**config.mk**
```make
export PLATFORM = sky130hd
export DESIGN_NAME = simon_sequencer
export DESIGN_NICKNAME = d
export VERILOG_FILES = /design/src/rtl/simon_pkg.sv /design/src/rtl/simon_tick_timer.sv /design/src/rtl/simon_sequencer.sv
export SDC_FILE = /design/constraint.sdc
export NUM_CORES = 1
export LEC_CHECK = 0
export ABC_AREA = 1
export CAP_MARGIN = 20
export CORE_MARGIN = 10
export CORE_UTILIZATION = 52
export DETAILED_ROUTE_END_ITERATION = 8
export PLACE_DENSITY = 0.76
export SYNTH_ARGS = -nofsm -noshare
export SYNTH_HDL_FRONTEND = slang
export SYNTH_HIERARCHICAL = 1
export SYNTH_SLANG_ARGS = --single-unit
```
**constraint.sdc**
```tcl
create_clock -name clk -period 3.3 [get_ports clk]
set_input_delay 0.825 -clock clk [delete_from_list [all_inputs] [get_ports clk]]
set_output_delay 0.825 -clock clk [all_outputs]
set_load 0.03 [all_outputs]
```
**src/rtl/simon_pkg.sv**
```systemverilog
// rtl/simon_pkg.sv - shared state encoding and colour constants for the Simon sequencer
package simon_pkg;

    typedef enum logic [3:0] {
        IDLE,
        ARM,
        PLOAD,
        SHOW_ON,
        SHOW_OFF,
        ILOAD,
        IWAIT,
        LVLUP,
        LOSE,
        WIN
    } state_t;

    localparam logic [1:0] RED    = 2'd0;
    localparam logic [1:0] GREEN  = 2'd1;
    localparam logic [1:0] BLUE   = 2'd2;
    localparam logic [1:0] YELLOW = 2'd3;

endpackage

```
**src/rtl/simon_tick_timer.sv**
```systemverilog
// rtl/simon_tick_timer.sv - clearable tick counter with a programmable terminal count
module simon_tick_timer #(
    parameter int W = 5
) (
    input  logic         clk,
    input  logic         reset,
    input  logic         clear,
    input  logic         tick,
    input  logic [W-1:0] terminal,
    output logic         done
);

    logic [W-1:0] cnt;

    // done fires combinationally on the tick that completes the count, so a tick
    // arriving in the first cycle after a clear already counts as tick number one
    assign done = tick && (cnt == terminal - W'(1));

    always_ff @(posedge clk) begin
        if (reset || clear) begin
            cnt <= '0;
        end else if (tick) begin
            cnt <= cnt + W'(1);
        end
    end

endmodule

```
**src/rtl/simon_sequencer.sv**
```systemverilog
// rtl/simon_sequencer.sv - Simon game-flow controller driving LFSR control, playback LEDs and outcome
module simon_sequencer
    import simon_pkg::*;
#(
    parameter int MAX_LEVEL     = 16,
    parameter int LEVEL_W       = 5,
    parameter int ON_TICKS      = 4,
    parameter int OFF_TICKS     = 2,
    parameter int TIMEOUT_TICKS = 20,
    parameter int TICK_W        = 5
) (
    input  logic               clk,
    input  logic               reset,
    input  logic               tick,
    input  logic               start,
    input  logic               btn_valid,
    input  logic [1:0]         btn_color,
    input  logic [3:0]         lfsr_look,
    output logic               lfsr_step,
    output logic               lfsr_rerun,
    output logic               lfsr_randomize,
    output logic               led_on,
    output logic [1:0]         led_color,
    output logic [LEVEL_W-1:0] level,
    output logic               busy,
    output logic               game_over,
    output logic               win
);

    state_t             state, state_next;
    logic [LEVEL_W-1:0] idx, idx_next, level_next;
    logic               led_on_next;
    logic [1:0]         led_color_next;
    logic               timer_clr, timer_done, more;
    logic [TICK_W-1:0]  terminal;
    logic               unused_look;

    assign unused_look = ^lfsr_look[3:2];
    assign more        = (idx + LEVEL_W'(1)) < level;

    always_comb begin
        case (state)
            SHOW_ON:  terminal = TICK_W'(ON_TICKS);
            SHOW_OFF: terminal = TICK_W'(OFF_TICKS);
            default:  terminal = TICK_W'(TIMEOUT_TICKS);
        endcase
    end

    simon_tick_timer #(.W(TICK_W)) u_timer (
        .clk      (clk),
        .reset    (reset),
        .clear    (timer_clr),
        .tick     (tick),
        .terminal (terminal),
        .done     (timer_done)
    );

    always_comb begin
        state_next     = state;
        idx_next       = idx;
        level_next     = level;
        led_on_next    = led_on;
        led_color_next = led_color;
        timer_clr      = 1'b0;
        lfsr_step      = 1'b0;
        lfsr_rerun     = 1'b0;
        lfsr_randomize = 1'b0;
        case (state)
            IDLE: begin
                lfsr_randomize = 1'b1;
                level_next     = '0;
                if (start) begin
                    level_next = LEVEL_W'(1);
                    state_next = ARM;
                end
            end
            ARM: state_next = PLOAD;
            PLOAD, ILOAD: begin
                lfsr_rerun = 1'b1;
                idx_next   = '0;
                state_next = (state == PLOAD) ? SHOW_ON : IWAIT;
            end
            SHOW_ON: begin
                // the LFSR output settles in the entry cycle, so the colour is latched here
                if (!led_on) begin
                    led_on_next    = 1'b1;
                    led_color_next = lfsr_look[1:0];
                end
                if (timer_done) begin
                    led_on_next = 1'b0;
                    state_next  = SHOW_OFF;
                end
            end
            SHOW_OFF: begin
                if (timer_done) begin
                    if (more) begin
                        lfsr_step  = 1'b1;
                        idx_next   = idx + LEVEL_W'(1);
                        state_next = SHOW_ON;
                    end else begin
                        state_next = ILOAD;
                    end
                end
            end
            IWAIT: begin
                if (btn_valid) begin
                    if (btn_color != lfsr_look[1:0]) begin
                        state_next = LOSE;
                    end else if (more) begin
                        lfsr_step = 1'b1;
                        idx_next  = idx + LEVEL_W'(1);
                        timer_clr = 1'b1;
                    end else begin
                        state_next = LVLUP;
                    end
                end else if (timer_done) begin
                    state_next = LOSE;
                end
            end
            LVLUP: begin
                if (level == LEVEL_W'(MAX_LEVEL)) begin
                    state_next = WIN;
                end else begin
                    level_next = level + LEVEL_W'(1);
                    state_next = PLOAD;
                end
            end
            LOSE, WIN: begin
                if (start) begin
                    level_next = LEVEL_W'(1);
                    state_next = ARM;
                end
            end
            default: state_next = IDLE;
        endcase
        if (state_next != state) begin
            timer_clr = 1'b1;
        end
        if (reset) begin
            lfsr_step      = 1'b0;
            lfsr_rerun     = 1'b0;
            lfsr_randomize = 1'b0;
        end
    end

    always_ff @(posedge clk) begin
        if (reset) begin
            state     <= IDLE;
            idx       <= '0;
            level     <= '0;
            led_on    <= 1'b0;
            led_color <= 2'd0;
            busy      <= 1'b0;
            game_over <= 1'b0;
            win       <= 1'b0;
        end else begin
            state     <= state_next;
            idx       <= idx_next;
            level     <= level_next;
            led_on    <= led_on_next;
            led_color <= led_color_next;
            busy      <= !(state_next inside {IDLE, LOSE, WIN});
            game_over <= (state_next == LOSE);
            win       <= (state_next == WIN);
        end
    end

endmodule

```
; Yosys cells after proc, flatten, opt, wreduce, memory -nomap -nowiden
; Cells that the tools add are included.
[totals]
register_bits = 25
wordCells = 83
output_inout_bits = 14
[op_classes]
order_cmp = 1
n_addsub = 4
n_reduce_logical = 14
eq_ne = 20
bitwise = 1
mux = 34
[ops]
columns = operator, n
row1 = $mux W4, 8
row2 = $mux W5, 6
row3 = $pmux W5 S3, 2
row4 = $pmux W4 S7, 1
row5 = $eq A4 B3 Y1 const B, 4
row6 = $eq A4 B4 Y1 const B, 4
row7 = $add A5 B1 Y5 const B, 3
row8 = $mux W1, 13
row9 = $ne A2 B2 Y1 const B, 5
row10 = $pmux W5 S2, 1
row11 = $reduce_bool A3 Y1, 3
row12 = $eq A4 B2 Y1 const B, 2
row13 = $logic_not A4 Y1, 2
row14 = $mux W3, 2
row15 = $eq A5 B5 Y1, 1
row16 = $eq A5 B5 Y1 const B, 1
row17 = $lt A5 B5 Y1, 1
row18 = $sub A5 B1 Y5 const B, 1
row19 = $eq A4 B1 Y1 const B, 1
row20 = $ne A4 B4 Y1, 1
row21 = $reduce_and A4 Y1, 1
row22 = $reduce_or A2 Y1, 2
row23 = $reduce_and A3 Y1, 1
row24 = $reduce_or A3 Y1, 1
row25 = 7 further kinds, 7

; Depth between registers and ports, before layout
[depth]
depth_word = 11
mapped_depth = 26
depth_no_buf = 26

; Modules after synthesis
; The synthesis kept the hierarchy.
[by_module_without_submodules]
columns = mod, area_each_um2, cells_each, instances, seq_area_each_um2
row1 = simon_sequencer, 1448.9, 222, 1, 400.4
row2 = simon_tick_timer, 405.4, 73, 1, 100.1

; Worst setup path after synthesis
; OpenSTA, ideal clock, no wires.
[synth_timing]
path_kind = register -> output
start = register state[3]
end = output lfsr_step
slack_ns = 0.127
arrival_ns = 2.348
stages_incl_launch_ff = 17
cell_sequence = dfxtp_1 > inv_2 > nand2_4 > inv_2 > nand2_1 > inv_1 > inv_1 > ha_1 > nand2_1 > nand3_1 > nor2_1 > nand2_1 > nor2_1 > inv_1 > nor2_1 > nand3_1 > a21oi_1
[synth_via]
elab_chain_len = 8
elab_cells_between_ends = 10
[synth_rtl]
columns = element, line_no
row1 = start: declaration, simon_sequencer.sv:30  ; state_t state, state_next;
row2 = start signal: assignment, simon_sequencer.sv:157  ; state <= state_next;
row3 = $eq A4 B3 Y1 / $eq A4 B2 Y1 (equally long branches), simon_sequencer.sv:42  ; case (state)
row4 = $pmux W5 S2 (*), simon_sequencer.sv:42
row5 = via terminal[2], simon_sequencer.sv:35  ; logic [TICK_W-1:0] terminal;
row6 = $sub A5 B1 Y5 (*), simon_tick_timer.sv:17  ; assign done = tick && (cnt == terminal - W'(1));
row7 = $eq A5 B5 Y1 (*), simon_tick_timer.sv:17
row8 = $logic_and A1 B1 Y1 (*), simon_tick_timer.sv:17
row9 = via timer_done, simon_sequencer.sv:34  ; logic timer_clr, timer_done, more;
row10 = $mux W1 (*), simon_sequencer.sv:95  ; if (timer_done) begin
row11 = $pmux W1 S2 (*), simon_sequencer.sv:68  ; case (state)
row12 = $mux W1 (*), simon_sequencer.sv:139  ; if (reset) begin
row13 = end: declaration, simon_sequencer.sv:19  ; output logic lfsr_step,
; The timed path passes the listed nets; every way through them passes the cells marked *.

; Worst setup path after layout
[layout_timing]
start = register state[0]
end = output lfsr_step
; Same word-level chain as after synthesis.

==> impl_metrics.csv <==
group,metric,value,unit
run_status,outcome,"finished clean",
worst_hold_path,timing.hold.worst.class,"reg -> reg",
timing,max_freq,310,MHz
pwr,pwr-share-clk,12.8,%
timing,fin_crit,3.22,ns
logic_synthesis,syn_area_per_cell,6.29,sq um
global_routing,grt_max_degree,16,
worst_setup_path,critPathLaunchType,"flip-flop",
logic_synthesis,synth_top_area_cell,"dfxtp_1",
pwr,pwr-share-comb,54.0,%
pwr,p_per_area,482,mW/mm^2
die,die_y,79.7,microns
die,die_area,0.00635,sq mm
cells_and_area,syn_to_final_growth,31.5,%
pwr,p_seq_share,33.1,%
logic_synthesis,synth_top_area_share,27.0,%
die,ios,25,
worst_setup_path,end_kind,"output port",
cells_and_area,layout_common_cells,"nand2_1, inv_1, nor2_1",
timing,finalHoldViolations,0,
pwr,switchingPower,539,uW
clocking,cts_sinks,25,
route,drtIter0Drc,183,
worst_setup_path,crit_end,"lfsr_step",
logic_synthesis,yosysWarningCount,6,
route,drt-vias-per-instance,5.05,
global_routing,grt_pass1_wl,7.43,mm
cells_and_area,diodes,0,
route,ant_nets,0,
placed_design,gp_congestion,0.947,
route,drc,0,
logic_synthesis,syn_inst,295,
pwr,ir_drop,0.000293,V
pwr,netSwitchingFraction,45.9,%
die,rows,21,
worst_setup_path,crit_type,"reg -> out",
logic_synthesis,ys_seq_area_share,27.0,%
worst_setup_path,worst-path-stages,16,
route,routedWlPerCell,11.6,microns
die,die_x,79.7,microns
placed_design,portBuffers,22,
worst_setup_path,crit_top_cell,"inv_2",
logic_synthesis,synthTopCellsByArea,"dfxtp_1, nand2_1, inv_1",
worst_setup_path,reg2reg_to,"u_timer/cnt[2]",
cells_and_area,layout.cells.most_common,"nand2_1",
timing,rsz0062_at_grt,"yes",
global_routing,grt_overflow,0,
timing,fin_skew,0.00380,ns
cells_and_area,fin_util,71.9,%
worst_setup_path,crit_chain,"nor2_4 -> nand2_2 -> inv_2 -> inv_2 -> ha_4 -> inv_2 -> nand2_1 -> nand3_1 -> nor2_1 -> nand2_1 -> nor2_2 -> inv_2 -> nor2_4 -> nand3_2 -> a21oi_2 -> buf_6",
clocking,root_buffer,"clkbuf_4",
route,via_count,1980,
cells_and_area,final_nets,367,
logic_synthesis,synth-seq-cells,25,
worst_hold_path,holdPathStages,2,
pwr,p_int,636,uW
worst_setup_path,r2r_start,"state[0]",
cells_and_area,final_area,0.00244,sq mm
worst_setup_path,r2r_cells,23,
timing,setup_viol,0,
timing,min_period_over_period,97.6,%
worst_setup_path,crit_start,"state[0]",
worst_setup_path,path_buf_inv,5,
placed_design,hpwl,3.38,mm
worst_setup_path,rrSetupSlack,0.35,ns
worst_setup_path,critPathMaxStageDelay,0.36,ns
worst_setup_path,critPathSlowestCell,"dfxtp_1",
worst_setup_path,critPathRequiredTime,2.47,ns
global_routing,grt_pass1_vias,1717,
logic_synthesis,synth_area,0.00185,sq mm
route,dr.pass1.iters,4,
clocking,htreeDepth,1,
flow_run,drv_cap,0,
clocking,cts_tree,"yes",
clocking,clk_latency,0.33,ns
worst_setup_path,critPathMaxFanout,3,
worst_setup_path,path_delay_family,"simple AND/OR/NAND/NOR gates",
placed_design,postPlaceCellArea,0.00221,sq mm
worst_setup_path,arrival,2.40,ns
clocking,cts_made_buffers,3,
logic_synthesis,ys_types,31,
clocking,cts_buffer_depth,2,
clocking,clkTransAtPathRegs,0.15,ns
die,core_area,0.00339,sq mm
timing,finalMaxSlewViolations,0,
route,wirelength,4.54,mm
cells_and_area,drive_gt1_share,23.7,%
timing,hold_ws,0.471,ns
global_routing,grt_use_total,14.1,%
pwr,leakagePower,0.00111,uW
die,start_util,54.7,%
global_routing,antenna_found_initial,0,
## cell families after synthesis
group	count (synthesis)	synth area share [%]
adders and majority gates	9	6.07
buffers and inverters	49	10.1
other	1	0.202
DFF	25	27.0
xor gates and xnor gates	4	1.89
and+or+nand+nor	171	43.1
AOI/OAI and AO/OA	36	11.6
## final cells by class
type	instances	area, sq um
Tap cell	46	57.6
Clock inverter	1	7.51
Timing Repair Buffer	43	377
Multi-Input combinational cell	227	1280
Inverter	47	179
Fill cell	279	951
Clock buffer	3	22.5
Sequential cell	25	510
## cells in the mapped netlist
library cell,number
nor2_4,3
o21ai_2,2
inv_1,39
a21o_1,1
clkbuf_1,1
nand2_2,4
a21oi_1,18
xnor2_1,3
nor3b_2,1
nor2_2,6
o21ai_1,2
inv_2,8
nor2_1,34
o21ai_0,8
buf_4,1
o2111ai_1,1
a21boi_4,1
o21bai_1,1
nand2_4,3
nand3_2,3
nand4_1,4
ha_1,9
nor3_4,1
nand3_1,26
dfxtp_1,25
a211oi_1,1
nor3_1,4
xor2_1,1
conb_1,1
o21a_1,1
nand2_1,82
## power by group through the flow
stage	logic (uW)	registers, uW	clock network (uW)
after floorplan	375	424	0
after global placement	555	386	0
after detailed placement	562	388	0
after CTS	580	385	157
after global routing	708	394	165
final	635	389	151
## stage by stage
stage / power [uW] / setup slack [ns] / std cells / TNS [ns]
final: 1170 / 0.0790 / 392 / 0
after global routing: 1270 / -0.0679 / 392 / -0.0679
after CTS: 1120 / 0.0116 / 384 / 0
after detailed placement: 950 / 0.0936 / 376 / 0
after global placement: 941 / 0.119 / 376 / 0
after floorplan: 799 / 0.127 / 301 / 0
## sequential cells by signal (all words and copies together) (netlist names)
register,flops
win,1
u_timer/cnt,5
level,5
busy,1
led_on,1
game_over,1
led_color,2
state,4
idx,5
## worst min-delay path by stage
stage	slack, ns	end	from
after floorplan	0.47	idx[4]	idx[4]
after global placement	0.45	led_color[1]	led_color[1]
after detailed placement	0.45	led_color[1]	led_color[1]
after CTS	0.47	led_color[1]	led_color[1]
after global routing	0.49	led_color[0]	led_color[0]
final	0.47	led_color[1]	led_color[1]
## per-layer routing
layer  track usage (%)  up-vias  wire, microns
met5                 0        -              0
met4              4.30        0             44
met3              3.49        4            330
met2              22.4       53           2070
met1              18.2      889           2100
li1                  -     1034              -
## what timing repair did
item | CTS | global route
buffers inserted | 4 | 8
resized for setup | 13 | 19
pin swaps | 3 | 13
hold buffers | 0 | 0
setup endpoints to repair | 1 | 1
## tightest hold or removal path, cell delays in order, from the launching register on
cell and delay [ns]:
dfxtp_1 0.34, nand2_1 0.06, a21oi_1 0.05
(Power assumes the default switching activity.)
